--- config.mk ---
export PLATFORM = sky130hd
export DESIGN_NAME = mc_ctrl_flat
export DESIGN_NICKNAME = d
export VERILOG_FILES = /design/src/rtl/mc_ctrl_if.sv /design/src/rtl/mc_ctrl.sv /design/src/flat_wrapper.sv
export SDC_FILE = /design/constraint.sdc
export NUM_CORES = 1
export LEC_CHECK = 0
export CORE_UTILIZATION = 47
export CTS_CLUSTER_SIZE = 28
export DETAILED_ROUTE_END_ITERATION = 6
export GPL_ROUTABILITY_DRIVEN = 0
export PLACE_DENSITY = 0.78
export SLEW_MARGIN = 20
export SYNTH_ARGS = -nofsm -noshare
export SYNTH_HDL_FRONTEND = slang
export SYNTH_SLANG_ARGS = --single-unit
--- constraint.sdc ---
create_clock -name clk -period 2.5 [get_ports clk]
set_input_delay 0.5 -clock clk [delete_from_list [all_inputs] [get_ports clk]]
set_output_delay 0.5 -clock clk [all_outputs]
set_load 0.02 [all_outputs]
--- src/rtl/mc_ctrl_if.sv ---
// Control bus between the multicycle controller and the MIPS datapath:
// instruction fields and status in, enables and mux selects out.
interface mc_ctrl_if;
   logic [5:0] op;
   logic [5:0] funct;
   logic       zero;
   logic       mem_ready;
   logic       pc_we;
   logic       ir_we;
   logic       reg_we;
   logic       dm_we;
   logic       dm_re;
   logic [2:0] alu_ctr;
   logic [1:0] npc_sel;
   logic [1:0] ext_op;
   logic [1:0] reg_dst_sel;
   logic [1:0] mem_to_reg_sel;
   logic       alu_src_sel;
   logic [3:0] state_out;
   logic       illegal;

   modport master (
      input  op, funct, zero, mem_ready,
      output pc_we, ir_we, reg_we, dm_we, dm_re, alu_ctr, npc_sel, ext_op,
             reg_dst_sel, mem_to_reg_sel, alu_src_sel, state_out, illegal
   );

   modport slave (
      output op, funct, zero, mem_ready,
      input  pc_we, ir_we, reg_we, dm_we, dm_re, alu_ctr, npc_sel, ext_op,
             reg_dst_sel, mem_to_reg_sel, alu_src_sel, state_out, illegal
   );
endinterface

--- src/rtl/mc_ctrl.sv ---
// Multicycle MIPS control unit: IF/ID/EXE/MEM/WB sequencing for 15 instructions,
// optional memory wait states, illegal-opcode pulse and retired-instruction counter.
module mc_ctrl #(
   parameter bit          MEM_WAIT = 1'b0,
   parameter int unsigned CNT_W    = 32
) (
   input  logic             clk,
   input  logic             rst,
   mc_ctrl_if.master        bus,
   output logic [CNT_W-1:0] instret
);

   typedef enum logic [3:0] {
      S_IF      = 4'd0,
      S_ID      = 4'd1,
      S_EXE_ALU = 4'd2,
      S_EXE_BR  = 4'd3,
      S_EXE_MEM = 4'd4,
      S_MEM_RD  = 4'd5,
      S_MEM_WR  = 4'd6,
      S_WB_ALU  = 4'd7,
      S_WB_LD   = 4'd8
   } state_t;

   localparam logic [CNT_W-1:0] CNT_ONE = CNT_W'(1);

   state_t     state, state_nx;
   logic       is_r, i_add, i_sub, i_and, i_or, i_slt, i_jr;
   logic       i_addiu, i_ori, i_lui, i_lw, i_sw, i_beq, i_bne, i_j, i_jal;
   logic       legal, ready, retire;
   logic       pc_we, ir_we, reg_we, dm_we, dm_re, illegal;
   logic [2:0] alu_dec, alu_ctr;
   logic [1:0] npc_sel;

   always_comb begin
      is_r    = (bus.op == 6'b000000);
      i_add   = is_r && (bus.funct == 6'b100000);
      i_sub   = is_r && (bus.funct == 6'b100010);
      i_and   = is_r && (bus.funct == 6'b100100);
      i_or    = is_r && (bus.funct == 6'b100101);
      i_slt   = is_r && (bus.funct == 6'b101010);
      i_jr    = is_r && (bus.funct == 6'b001000);
      i_addiu = (bus.op == 6'b001001);
      i_ori   = (bus.op == 6'b001101);
      i_lui   = (bus.op == 6'b001111);
      i_lw    = (bus.op == 6'b100011);
      i_sw    = (bus.op == 6'b101011);
      i_beq   = (bus.op == 6'b000100);
      i_bne   = (bus.op == 6'b000101);
      i_j     = (bus.op == 6'b000010);
      i_jal   = (bus.op == 6'b000011);
      legal   = i_add | i_sub | i_and | i_or | i_slt | i_jr | i_addiu | i_ori |
                i_lui | i_lw | i_sw | i_beq | i_bne | i_j | i_jal;

      if (i_add || i_addiu || i_lw || i_sw)       alu_dec = 3'b001;
      else if (i_sub || i_beq || i_bne)           alu_dec = 3'b010;
      else if (i_or || i_ori || i_lui)            alu_dec = 3'b011;
      else if (i_and)                             alu_dec = 3'b100;
      else if (i_slt)                             alu_dec = 3'b101;
      else                                        alu_dec = 3'b000;
   end

   assign ready = MEM_WAIT ? bus.mem_ready : 1'b1;

   // Static selects follow the IR in every state; the datapath only uses them when enabled.
   always_comb begin
      bus.ext_op         = i_ori ? 2'b00 : (i_lui ? 2'b01 : 2'b10);
      bus.alu_src_sel    = i_addiu | i_ori | i_lui | i_lw | i_sw;
      bus.reg_dst_sel    = is_r ? 2'b01 : (i_jal ? 2'b10 : 2'b00);
      bus.mem_to_reg_sel = i_lw ? 2'b01 : (i_jal ? 2'b10 : (i_lui ? 2'b11 : 2'b00));
   end

   always_comb begin
      state_nx = state;
      pc_we    = 1'b0;
      ir_we    = 1'b0;
      reg_we   = 1'b0;
      dm_we    = 1'b0;
      dm_re    = 1'b0;
      illegal  = 1'b0;
      alu_ctr  = 3'b000;
      npc_sel  = 2'b00;
      retire   = 1'b0;
      case (state)
         S_IF: begin
            ir_we = ready;
            pc_we = ready;
            if (ready) state_nx = S_ID;
         end
         S_ID: begin
            if (!legal) begin
               illegal  = 1'b1;
               state_nx = S_IF;
            end else if (i_j || i_jal || i_jr) begin
               // jal links here: regfile captures the old pc+4 on the same edge the PC jumps.
               pc_we    = 1'b1;
               npc_sel  = i_jr ? 2'b10 : 2'b01;
               reg_we   = i_jal;
               retire   = 1'b1;
               state_nx = S_IF;
            end else if (i_lw || i_sw) begin
               state_nx = S_EXE_MEM;
            end else if (i_beq || i_bne) begin
               state_nx = S_EXE_BR;
            end else begin
               state_nx = S_EXE_ALU;
            end
         end
         S_EXE_ALU: begin
            alu_ctr  = alu_dec;
            state_nx = S_WB_ALU;
         end
         S_EXE_BR: begin
            alu_ctr  = alu_dec;
            pc_we    = (i_beq & bus.zero) | (i_bne & ~bus.zero);
            npc_sel  = 2'b11;
            retire   = 1'b1;
            state_nx = S_IF;
         end
         S_EXE_MEM: begin
            alu_ctr  = alu_dec;
            state_nx = i_lw ? S_MEM_RD : S_MEM_WR;
         end
         S_MEM_RD: begin
            dm_re = 1'b1;
            if (ready) state_nx = S_WB_LD;
         end
         S_MEM_WR: begin
            dm_we = 1'b1;
            if (ready) begin
               retire   = 1'b1;
               state_nx = S_IF;
            end
         end
         S_WB_ALU, S_WB_LD: begin
            reg_we   = 1'b1;
            retire   = 1'b1;
            state_nx = S_IF;
         end
         default: state_nx = S_IF;
      endcase
   end

   // Enables are gated by rst so nothing writes while reset is held, even in IF.
   always_comb begin
      bus.pc_we     = pc_we & rst;
      bus.ir_we     = ir_we & rst;
      bus.reg_we    = reg_we & rst;
      bus.dm_we     = dm_we & rst;
      bus.dm_re     = dm_re & rst;
      bus.illegal   = illegal & rst;
      bus.alu_ctr   = alu_ctr;
      bus.npc_sel   = npc_sel;
      bus.state_out = state;
   end

   always_ff @(posedge clk or negedge rst) begin
      if (!rst) begin
         state   <= S_IF;
         instret <= '0;
      end else begin
         state <= state_nx;
         if (retire) instret <= instret + CNT_ONE;
      end
   end

endmodule
--- src/flat_wrapper.sv ---
// flat-port wrapper written by rule: the top's interface ports become plain ports
module mc_ctrl_flat 
#(
   parameter bit          MEM_WAIT = 1'b0,
   parameter int unsigned CNT_W    = 32
)
  (clk, rst, instret, bus_op, bus_funct, bus_zero, bus_mem_ready, bus_pc_we, bus_ir_we, bus_reg_we, bus_dm_we, bus_dm_re, bus_alu_ctr, bus_npc_sel, bus_ext_op, bus_reg_dst_sel, bus_mem_to_reg_sel, bus_alu_src_sel, bus_state_out, bus_illegal);
  mc_ctrl_if bus_i ();
  input  logic clk;
  input  logic rst;
  output logic [CNT_W-1:0] instret;
  input wire logic [$bits(bus_i.op)-1:0] bus_op;
  input wire logic [$bits(bus_i.funct)-1:0] bus_funct;
  input wire logic [$bits(bus_i.zero)-1:0] bus_zero;
  input wire logic [$bits(bus_i.mem_ready)-1:0] bus_mem_ready;
  output wire logic [$bits(bus_i.pc_we)-1:0] bus_pc_we;
  output wire logic [$bits(bus_i.ir_we)-1:0] bus_ir_we;
  output wire logic [$bits(bus_i.reg_we)-1:0] bus_reg_we;
  output wire logic [$bits(bus_i.dm_we)-1:0] bus_dm_we;
  output wire logic [$bits(bus_i.dm_re)-1:0] bus_dm_re;
  output wire logic [$bits(bus_i.alu_ctr)-1:0] bus_alu_ctr;
  output wire logic [$bits(bus_i.npc_sel)-1:0] bus_npc_sel;
  output wire logic [$bits(bus_i.ext_op)-1:0] bus_ext_op;
  output wire logic [$bits(bus_i.reg_dst_sel)-1:0] bus_reg_dst_sel;
  output wire logic [$bits(bus_i.mem_to_reg_sel)-1:0] bus_mem_to_reg_sel;
  output wire logic [$bits(bus_i.alu_src_sel)-1:0] bus_alu_src_sel;
  output wire logic [$bits(bus_i.state_out)-1:0] bus_state_out;
  output wire logic [$bits(bus_i.illegal)-1:0] bus_illegal;
  assign bus_i.op = bus_op;
  assign bus_i.funct = bus_funct;
  assign bus_i.zero = bus_zero;
  assign bus_i.mem_ready = bus_mem_ready;
  assign bus_pc_we = bus_i.pc_we;
  assign bus_ir_we = bus_i.ir_we;
  assign bus_reg_we = bus_i.reg_we;
  assign bus_dm_we = bus_i.dm_we;
  assign bus_dm_re = bus_i.dm_re;
  assign bus_alu_ctr = bus_i.alu_ctr;
  assign bus_npc_sel = bus_i.npc_sel;
  assign bus_ext_op = bus_i.ext_op;
  assign bus_reg_dst_sel = bus_i.reg_dst_sel;
  assign bus_mem_to_reg_sel = bus_i.mem_to_reg_sel;
  assign bus_alu_src_sel = bus_i.alu_src_sel;
  assign bus_state_out = bus_i.state_out;
  assign bus_illegal = bus_i.illegal;
  mc_ctrl #(.MEM_WAIT(MEM_WAIT), .CNT_W(CNT_W)) u_core (.clk(clk), .rst(rst), .bus(bus_i), .instret(instret));
endmodule
==> impl_results.md, run 1 <==
* Most frequent cells after synthesis: 36 x dfrtp_1, 31 x xnor2_1, 24 x nand2_1
* CTS Buf Count at 5
* Initial DRC count at 121
* I/O Pins at 70
* Pwr Total at 2050 µW
* Primary FF master, synth: dfrtp_1
* Nature of the critical path endpoint: output port
* Final setup margin at 0.109 ns
* CP delay by family, top: simple AND/OR/NAND/NOR gates
* Most common cell in the netlist: dfrtp_1
* Clock sink count at 36
* Syn Area/Cell at 9.13 µm²
* Grt total ovfl at 0
* Core Rows at 24
* Worst min path class: in2async
* Global-route wire length before repair at 9740 µm
* RSZ-0062 raised after global routing: yes
* Initial antenna violation count at 0
* CP startpoint kind: primary input
* Critical path fanouts, max at 5
* Vias per cell at 5.48
* Number of port buffers at 68
* Final hold violations at 0
* Critical Path RT at 2.00 ns
* Starting density of the core at 0.499
* Worst-Skew Late Latency at 0.28 ns
* R2R cell count at 6
* CTS Buffer Depth at 2
* Post-synth net total at 260
* WS Path Type: in2out
* Min Clock Period, post-route at 2.39 ns
* Die width at 70.7 µm
* Reg2Reg Setup Slack at 0.22 ns
* Status: finished, violations left
* Synth warn at 0
* Top cells by area, synth: dfrtp_1 41%, xnor2_1 12%, nand4_1 4.2%, nand2_1 4.1%, nand3_1 3.2%
* Critical path cell sequence: clkbuf_2 > nor4_4 > buf_4 > and3_4 > a21oi_1 > o32ai_2 > and2_1 > buf_6
* Critical register-to-register path endpoint: u_core.instret[18]
* Clock transition at path regs at 0.07 ns
* Synth cell types at 45
* Avg WL per Cell at 14.3 µm
* RR Startpoint: u_core.bus.state_out[1]
* DIE HEIGHT at 70.7 µm
* Fin crit share at 0.956
* Post-synth top area share at 0.406
* Pre-CTS WS at -0.730 ns
* Max Transition Viols Final at 0
* Failing checks: design-rule violations
* Mapped Cells at 243
* H-tree Lvls at 2
* # DRC at 10
* Leakage at 0.00141 µW
* Slew headroom at 0.532
* Post-Route WL at 5680 µm
* GR Util All Layers at 0.242
* Maximum VDD drop at 603 µV
* CTS Root Cell: clkbuf_8
* Core ar. at 4440 µm²
* Max stage delay on crit path at 0.33 ns
* Max-Cap Viols at 0
* Detail Route Antenna Nets at 0
* Nets at 361
* Slowest-stage cell, CP: nor4_4
* Largest net degree at the start of global routing at 30
* CTS tree: done
* Yosys reg bits at 36
* DP HPWL at 4260 µm
* Buf/Inv on CP at 3
* Via Count at 2176
* Highest clock rate at 418 MHz
* Layout area overhead at 49.6%
* Worst Tran Pin Value at 0.698 ns
* Clock skew at 0.00548 ns
* Die Area at 5000 µm²
* Power density over the cells at 617 nW/µm²
* Sequential share of the synthesized area at 0.406
* Synth async-reset ratio at 1.00
* Drt pass-1 iters at 6
* Setup-failing EPs final at 0
* EDFF count, synth at 0
* Vias in the first global route at 2117
* Fraction of layout cells with a size suffix above 1 at 0.232
* Netlist Area Pre-Place at 2220 µm²
* Number of diodes at 0
* Post-synth top area cell: dfrtp_1
* CP Data Arrival Time at 1.89 ns
[worst max-delay path by stage]
| stage | from | endpoint | slack [ns] | cells past startpoint |
|---|---|---|---|---|
| after global routing | bus_op[5] | bus_reg_we | -0.004 | 8 |
| after global placement | bus_op[3] | bus_illegal | -0.69 | 7 |
| after CTS | bus_op[2] | bus_reg_we | 0.002 | 8 |
| after floorplan | bus_op[3] | bus_illegal | 0.01 | 6 |
| after detailed placement | bus_op[3] | bus_illegal | -0.73 | 7 |
| final | bus_op[5] | bus_reg_we | 0.11 | 8 |
[report_power, final]
group	switching, µW	internal [µW]	total [µW]
registers	65.2	637	702
clock network	206	225	431
logic	487	430	917
total	757	1290	2050
[metrics by stage]
stage          hold slack [ns]  setup TNS, ns  instances  cell area, µm²  utilization
6_report                0.0514              0        397            3320        0.747
5_1_grt                 0.0449       -0.00397        397            3320        0.747
3_3_place_gp             0.355          -9.27        388            3200        0.720
4_1_cts                 0.0513              0        397            3320        0.747
2_1_floorplan            0.204              0        243            2230            -
3_5_place_dp             0.355         -10.11        388            3200        0.720
[cell type report]
cell class              count  area (µm²)
well taps                  52        65.1
multi-input cells         188        1300
flip-flops and latches     36         902
clock inverters             2        13.8
inverters                   7        26.3
repair buffers            106         928
fillers                   365        1120
clock buffers               6        82.6
[sequential cells by signal, summed over array words and instances (netlist names)]
| name | cells |
|---|---|
| u_core.bus.state_out | 4 |
| u_core.instret | 32 |
[cell usage in the layout (no fill, tap or decap), types with 3 or more instances in the layout]
| cell | count |
|---|---|
| clkdlybuf4s50_1 | 40 |
| buf_4 | 38 |
| dfrtp_1 | 35 |
| xnor2_1 | 31 |
| nand2_1 | 24 |
| nand4_1 | 15 |
| dlygate4sd2_1 | 15 |
| nor2_1 | 13 |
| nand3_1 | 13 |
| a21oi_1 | 9 |
| inv_1 | 7 |
| nor3_1 | 7 |
| nor2b_1 | 7 |
| and3_1 | 6 |
| clkbuf_8 | 6 |
| nor3b_1 | 5 |
| nand2b_1 | 5 |
| and2_1 | 5 |
| o21ai_0 | 4 |
| nor4_1 | 4 |
| clkbuf_2 | 4 |
| buf_2 | 3 |
[what timing repair did]
item / in CTS / in global routing
endpoints found under the hold margin: 0 / 0
hold buffers: 0 / 0
buffers inserted: 1 / 0
resized for setup: 59 / 11
endpoints found under the setup margin: 17 / 10
pin swaps: 9 / 3
[routing by layer]
layer | vias to the layer above | track usage | part of all wire
met5 | - | 0 | 0
met4 | 0 | 0.0511 | 0.0076
met3 | 6 | 0.0513 | 0.050
met2 | 55 | 0.403 | 0.49
met1 | 1047 | 0.328 | 0.45
li1 | 1068 | - | -
[cells by family after synthesis]
family                     count (synthesis)  synth area share
xor gates and xnor gates                  32             0.130
buffers and inverters                     19            0.0378
DFF                                       36             0.406
muxes                                      2           0.00902
adders and majority gates                  1           0.00564
and+or+nand+nor                          124             0.319
AOI/OAI and AO/OA                         29            0.0930
Power figures use the tool's default switching activity.
==> run 2, diff against run 1 <==
Settings changed: CAP_MARGIN set to 10, TNS_END_PERCENT set to 10.
==> impl_results.md, run 2 (same netlist as run 1, synthesis figures left out) <==
* Core Rows at 24 (unchanged)
* Layout area overhead at 52.0%
* WS Path Type: in2out
* Detail Route Antenna Nets at 0 (unchanged)
* GR peak layer: met2
* # hold bufs at CTS at 0 (unchanged)
* CP Data Arrival Time at 1.92 ns (+0.03 ns)
* CTS Buf Count at 5 (unchanged)
* Maximum VDD drop at 603 µV (about the same)
* Worst Tran Pin Value at 0.702 ns (+0.00338 ns)
* Die width at 70.7 µm (unchanged)
* Die Area at 5000 µm² (unchanged)
* DIE HEIGHT at 70.7 µm (unchanged)
* Max-Cap Viols at 0 (unchanged)
* Setup-failing EPs final at 0 (unchanged)
* Largest Register: u_core.instret
* Nature of the critical path endpoint: output port
* Dpl cells at 388 (unchanged)
* Largest net degree at the start of global routing at 30 (unchanged)
* Core ar. at 4440 µm² (unchanged)
* Post-Route WL at 5800 µm (+2.1%)
* Fin cells at 402 (+1.3%)
* Global-route wire length before repair at 9780 µm (+0.43%)
* Critical path fanouts, max at 3 (-2)
* Clock transition at path regs at 0.08 ns (about the same)
* Initial antenna violation count at 0 (unchanged)
* Most common cell after layout, fill and taps aside: buf_4
* Status: finished, violations left
* Vias per cell at 5.50 (+0.44%)
* Worst min path class: in2async
* Met1 Resource Use GR at 0.326 (-0.00185)
* Power density over the cells at 610 nW/µm² (-1.2%)
* RSZ-0062 raised after global routing: no
* CTS tree: done
* Hold WS at 0.0535 ns (+0.00207 ns)
* Min Clock Period, post-route at 2.42 ns (+0.0243 ns)
* Routing usage on met2 at 0.404 (+0.00107)
* Via Count at 2213 (+1.7%)
* Grt total ovfl at 0 (unchanged)
* Most frequent cells in the layout: 42 x buf_4, 40 x clkdlybuf4s50_1, 35 x dfrtp_1, 31 x xnor2_1, 24 x nand2_1
* Final hold violations at 0 (unchanged)
* Max Transition Viols Final at 0 (unchanged)
* CTS Buffer Depth at 2 (unchanged)
* H-tree Lvls at 2 (unchanged)
* # DRC at 10 (unchanged)
* CTS Root Cell: clkbuf_8
* Drt pass-1 iters at 6 (unchanged)
* Met3 usage at 0.0541 (+0.00285)
* Nets at 366 (+1.4%)
* Vias in the first global route at 2130 (+0.61%)
* Failing checks: design-rule violations
* Worst-Skew Late Latency at 0.28 ns (about the same)
* Initial DRC count at 179 (+48%)
* Leakage at 0.00148 µW (+4.8%)
* Number of port buffers at 68 (unchanged)
* Clock skew at 0.00659 ns (+0.00111 ns)
* Max FFs per register at 32 (unchanged)
* TNS Setup at 0 ns (unchanged)
* Pwr Total at 2060 µW (+0.43%)
* Avg WL per Cell at 14.4 µm (+0.79%)
* CP startpoint kind: primary input
* Number of diodes at 0 (unchanged)
* Slew headroom at 0.530 (-0.00227)
* Fin crit share at 0.966 (+0.00970)
* Clock sink count at 36 (unchanged)
* Fraction of layout cells with a size suffix above 1 at 0.254 (+0.0224)
* Reg2Reg Setup Slack at 0.22 ns (about the same)
* GR Util All Layers at 0.243 (+0.000919)
* Starting density of the core at 0.499 (unchanged)
* DP HPWL at 4260 µm (unchanged)
* I/O Pins at 70 (unchanged)
* Highest clock rate at 414 MHz (-1.0%)
* Critical Path RT at 2.00 ns (about the same)
run 2: changes by cell type in the layout (fill, tap and decap cells not counted), moves of 2 or more:
cell | previous run | this run
buf_2 | 3 | 7
buf_4 | 38 | 42
buf_6 | 1 | 3
clkdlybuf4s15_2 | 2 | 0
dlygate4sd2_1 | 15 | 8
dlymetal6s2s_1 | 1 | 6
run 2: what timing repair did:
| item | 4_1_cts | 5_1_grt |
|---|---|---|
| endpoints found under the setup margin | 17 | 9 |
| pin swaps | 3 | 7 |
| setup buffers | 1 | 4 |
| gates cloned | 0 | 1 |
| resized for setup | 61 | 20 |
run 2: path summary, 6_finish.rpt:
check / from / endpoint / depth (start not counted)
setup / recovery: bus_op[5] / bus_alu_ctr[1] / 7
hold reg to reg: u_core.instret[25] / u_core.instret[25] / 1
setup reg to reg: u_core.bus.state_out[1] / u_core.instret[18] / 6
hold / removal: rst / u_core.instret[27] / 1
min in group clk: u_core.instret[25] / u_core.instret[25] / 1
max in group asynchronous: rst / u_core.bus.state_out[1] / 2
run 2: worst max-delay path, stage by stage:
cell	delay [ns]
dlygate4sd2_1	0.27
nor4_4	0.17
buf_4	0.16
nand3_2	0.09
or3_1	0.37
a31oi_2	0.18
buf_4	0.16
run 2: final cells by class:
| cell class | count | area [µm²] |
|---|---|---|
| sequential | 36 | 902 |
| timing repair buffer | 111 | 975 |
| multi-input combinational | 188 | 1310 |
| inverter | 7 | 26.3 |
| clock buffer | 6 | 82.6 |
| tap | 52 | 65.1 |
| clock inverter | 2 | 13.8 |
| fill | 346 | 1070 |
run 2: per-stage QoR:
step	worst slack, ns	cell area (µm²)	util
4_1_cts	-0.118	3300	0.743
5_1_grt	0.00774	3370	0.759
2_1_floorplan	0.00962	2230	-
6_report	0.0846	3370	0.759
3_3_place_gp	-0.688	3200	0.720
3_5_place_dp	-0.730	3200	0.720
run 2: per-layer routing:
layer | vias up | share of wire
li1 | 1074 | -
met1 | 1067 | 0.44
met2 | 68 | 0.51
met3 | 4 | 0.050
met4 | 0 | 0.0066
met5 | - | 0
run 2: where the power goes:
part,total [µW],switching [µW],internal (µW)
Sequential,702,64.9,637
Clock,432,207,225
Combinational,924,488,436
Total,2060,760,1300
==> run 3, diff against run 2 <==
Settings changed: RECOVER_POWER set to 50.
==> impl_results.md, run 3 (same netlist as run 1, synthesis figures left out) <==
* Failing checks: design-rule violations, max-capacitance violations, max-slew violations
* Nature of the critical path endpoint: output port
* Slew headroom at -0.0227 (-0.552)
* Critical Path Most Common Cell: buf_4
* Nets at 366 (unchanged)
* Layout area overhead at 51.5%
* Final core utilization at 0.756 (-0.00282)
* GR Util All Layers at 0.243 (unchanged)
* WS Path Type: in2out
* Avg WL per Cell at 14.4 µm (about the same)
* Pwr Total at 2060 µW (about the same)
* CTS Root Cell: clkbuf_8
* Slowest-stage cell, CP: or3_1
* H-tree Lvls at 2 (unchanged)
* Buf/Inv on CP at 3 (unchanged)
* Worst-Skew Late Latency at 0.28 ns (about the same)
* RR Startpoint: u_core.bus.state_out[1]
* Highest clock rate at 414 MHz (about the same)
* Core Rows at 24 (unchanged)
* Fraction of layout cells with a size suffix above 1 at 0.243 (-0.0114)
* Multi-input logic area at 1310 µm² (unchanged)
* Min Clock Period, post-route at 2.42 ns (+0.000181 ns)
* Max-Cap Viols at 1 (+1)
* CP delay by family, top: simple AND/OR/NAND/NOR gates
* Critical register-to-register path endpoint: u_core.instret[18]
* DIE HEIGHT at 70.7 µm (unchanged)
* DP HPWL at 4260 µm (unchanged)
* Fillers at 347 (+0.29%)
* Max stage delay on crit path at 0.37 ns (about the same)
* Largest net degree at the start of global routing at 30 (unchanged)
* Power density over the cells at 613 nW/µm² (+0.44%)
* Hold WS at 0.134 ns (+0.0810 ns)
* Critical Path RT at 2.00 ns (about the same)
* CTS tree: done
* Clock transition at path regs at 0.07 ns (about the same)
* Worst min path class: in2async
* Max Transition Viols Final at 30 (+30)
* Critical path cell sequence: dlygate4sd2_1 > nor4_4 > buf_4 > nand3_2 > or3_1 > a31oi_2 > buf_4
* Critical path fanouts, max at 3 (unchanged)
* Largest Register: u_core.instret
* Vias in the first global route at 2130 (unchanged)
* Final setup margin at 0.0844 ns (-0.000181 ns)
* Most frequent cells in the layout: 40 x clkdlybuf4s50_1, 39 x buf_4, 35 x dfrtp_1, 31 x xnor2_1, 24 x nand2_1
* CP Data Arrival Time at 1.92 ns (about the same)
* Starting density of the core at 0.499 (unchanged)
* Grt total ovfl at 0 (unchanged)
* Clock skew at 0.00682 ns (+0.000234 ns)
* CTS Buffer Depth at 2 (unchanged)
* Pre-CTS WS at -0.730 ns (unchanged)
* Number of port buffers at 68 (unchanged)
* Detail Route Antenna Nets at 0 (unchanged)
* Clock sink count at 36 (unchanged)
* Final hold violations at 0 (unchanged)
* Core ar. at 4440 µm² (unchanged)
* Vias per cell at 5.53 (+0.54%)
* CTS Buf Count at 5 (unchanged)
* # DRC at 10 (unchanged)
* CP startpoint kind: primary input
* Status: finished, violations left
* Initial DRC count at 150 (-16%)
* Drt pass-1 iters at 6 (unchanged)
* Maximum VDD drop at 603 µV (about the same)
* Most common cell after layout, fill and taps aside: clkdlybuf4s50_1
* Global-route wire length before repair at 9780 µm (unchanged)
* Initial antenna violation count at 0 (unchanged)
* Die Area at 5000 µm² (unchanged)
* RSZ-0062 raised after global routing: no
* R2R cell count at 6 (unchanged)
* Via Count at 2225 (+0.54%)
* # hold bufs at CTS at 0 (unchanged)
* Reg2Reg Setup Slack at 0.20 ns (-0.02 ns)
* Setup-failing EPs final at 0 (unchanged)
* Worst Tran Pin Value at 1.53 ns (+0.833 ns)
* Post-Route WL at 5800 µm (about the same)
* Leakage at 0.00147 µW (-0.88%)
* Number of diodes at 0 (unchanged)
* Max FFs per register at 32 (unchanged)
* Die width at 70.7 µm (unchanged)
* Fin crit share at 0.966 (about the same)
* Register area at 902 µm² (unchanged)
* I/O Pins at 70 (unchanged)
[run 3: repair_timing]
| action | CTS | global route |
|---|---|---|
| cloned | 0 | 1 |
| pin swaps | 3 | 7 |
| gates resized for setup | 61 | 20 |
| buffers inserted | 1 | 4 |
| setup endpoints to repair | 17 | 9 |
[run 3: per-stage QoR]
step,std cells,setup TNS (ns),cell area (µm²)
finish,402,0,3360
global route,402,0,3360
CTS,397,-0.308,3300
detailed placement,388,-10.11,3200
global placement,388,-9.27,3200
floorplan,243,0,2230
[run 3: power by group]
group,internal (µW),total (µW),switching [µW]
Sequential,637,702,65.3
Clock,225,433,207
Combinational,434,925,491
Total,1300,2060,764
[run 3: worst max-delay path by stage]
stage / startpoint / to / slack [ns] / cells past startpoint
6_report: bus_op[5] / bus_alu_ctr[1] / 0.08 / 7
5_1_grt: bus_op[5] / bus_reg_we / 0.006 / 8
4_1_cts: bus_op[1] / bus_illegal / -0.12 / 9
3_5_place_dp: bus_op[3] / bus_illegal / -0.73 / 7
3_3_place_gp: bus_op[3] / bus_illegal / -0.69 / 7
2_1_floorplan: bus_op[3] / bus_illegal / 0.01 / 6
[run 3: final cells by class]
cell class,instances,share of cell area
tap,52,0.0194
timing repair buffer,111,0.286
sequential,36,0.268
multi-input combinational,188,0.390
inverter,7,0.00782
clock buffer,6,0.0246
clock inverter,2,0.00409
[run 3: per-layer routing]
metal | vias up | wire [µm] | part of all wire | global-route usage
li1 | 1075 | - | - | -
met1 | 1068 | 2560 | 0.44 | 0.326
met2 | 72 | 2890 | 0.50 | 0.404
met3 | 10 | 298 | 0.051 | 0.0541
met4 | 0 | 55 | 0.0095 | 0.0556
met5 | - | 0 | 0 | 0
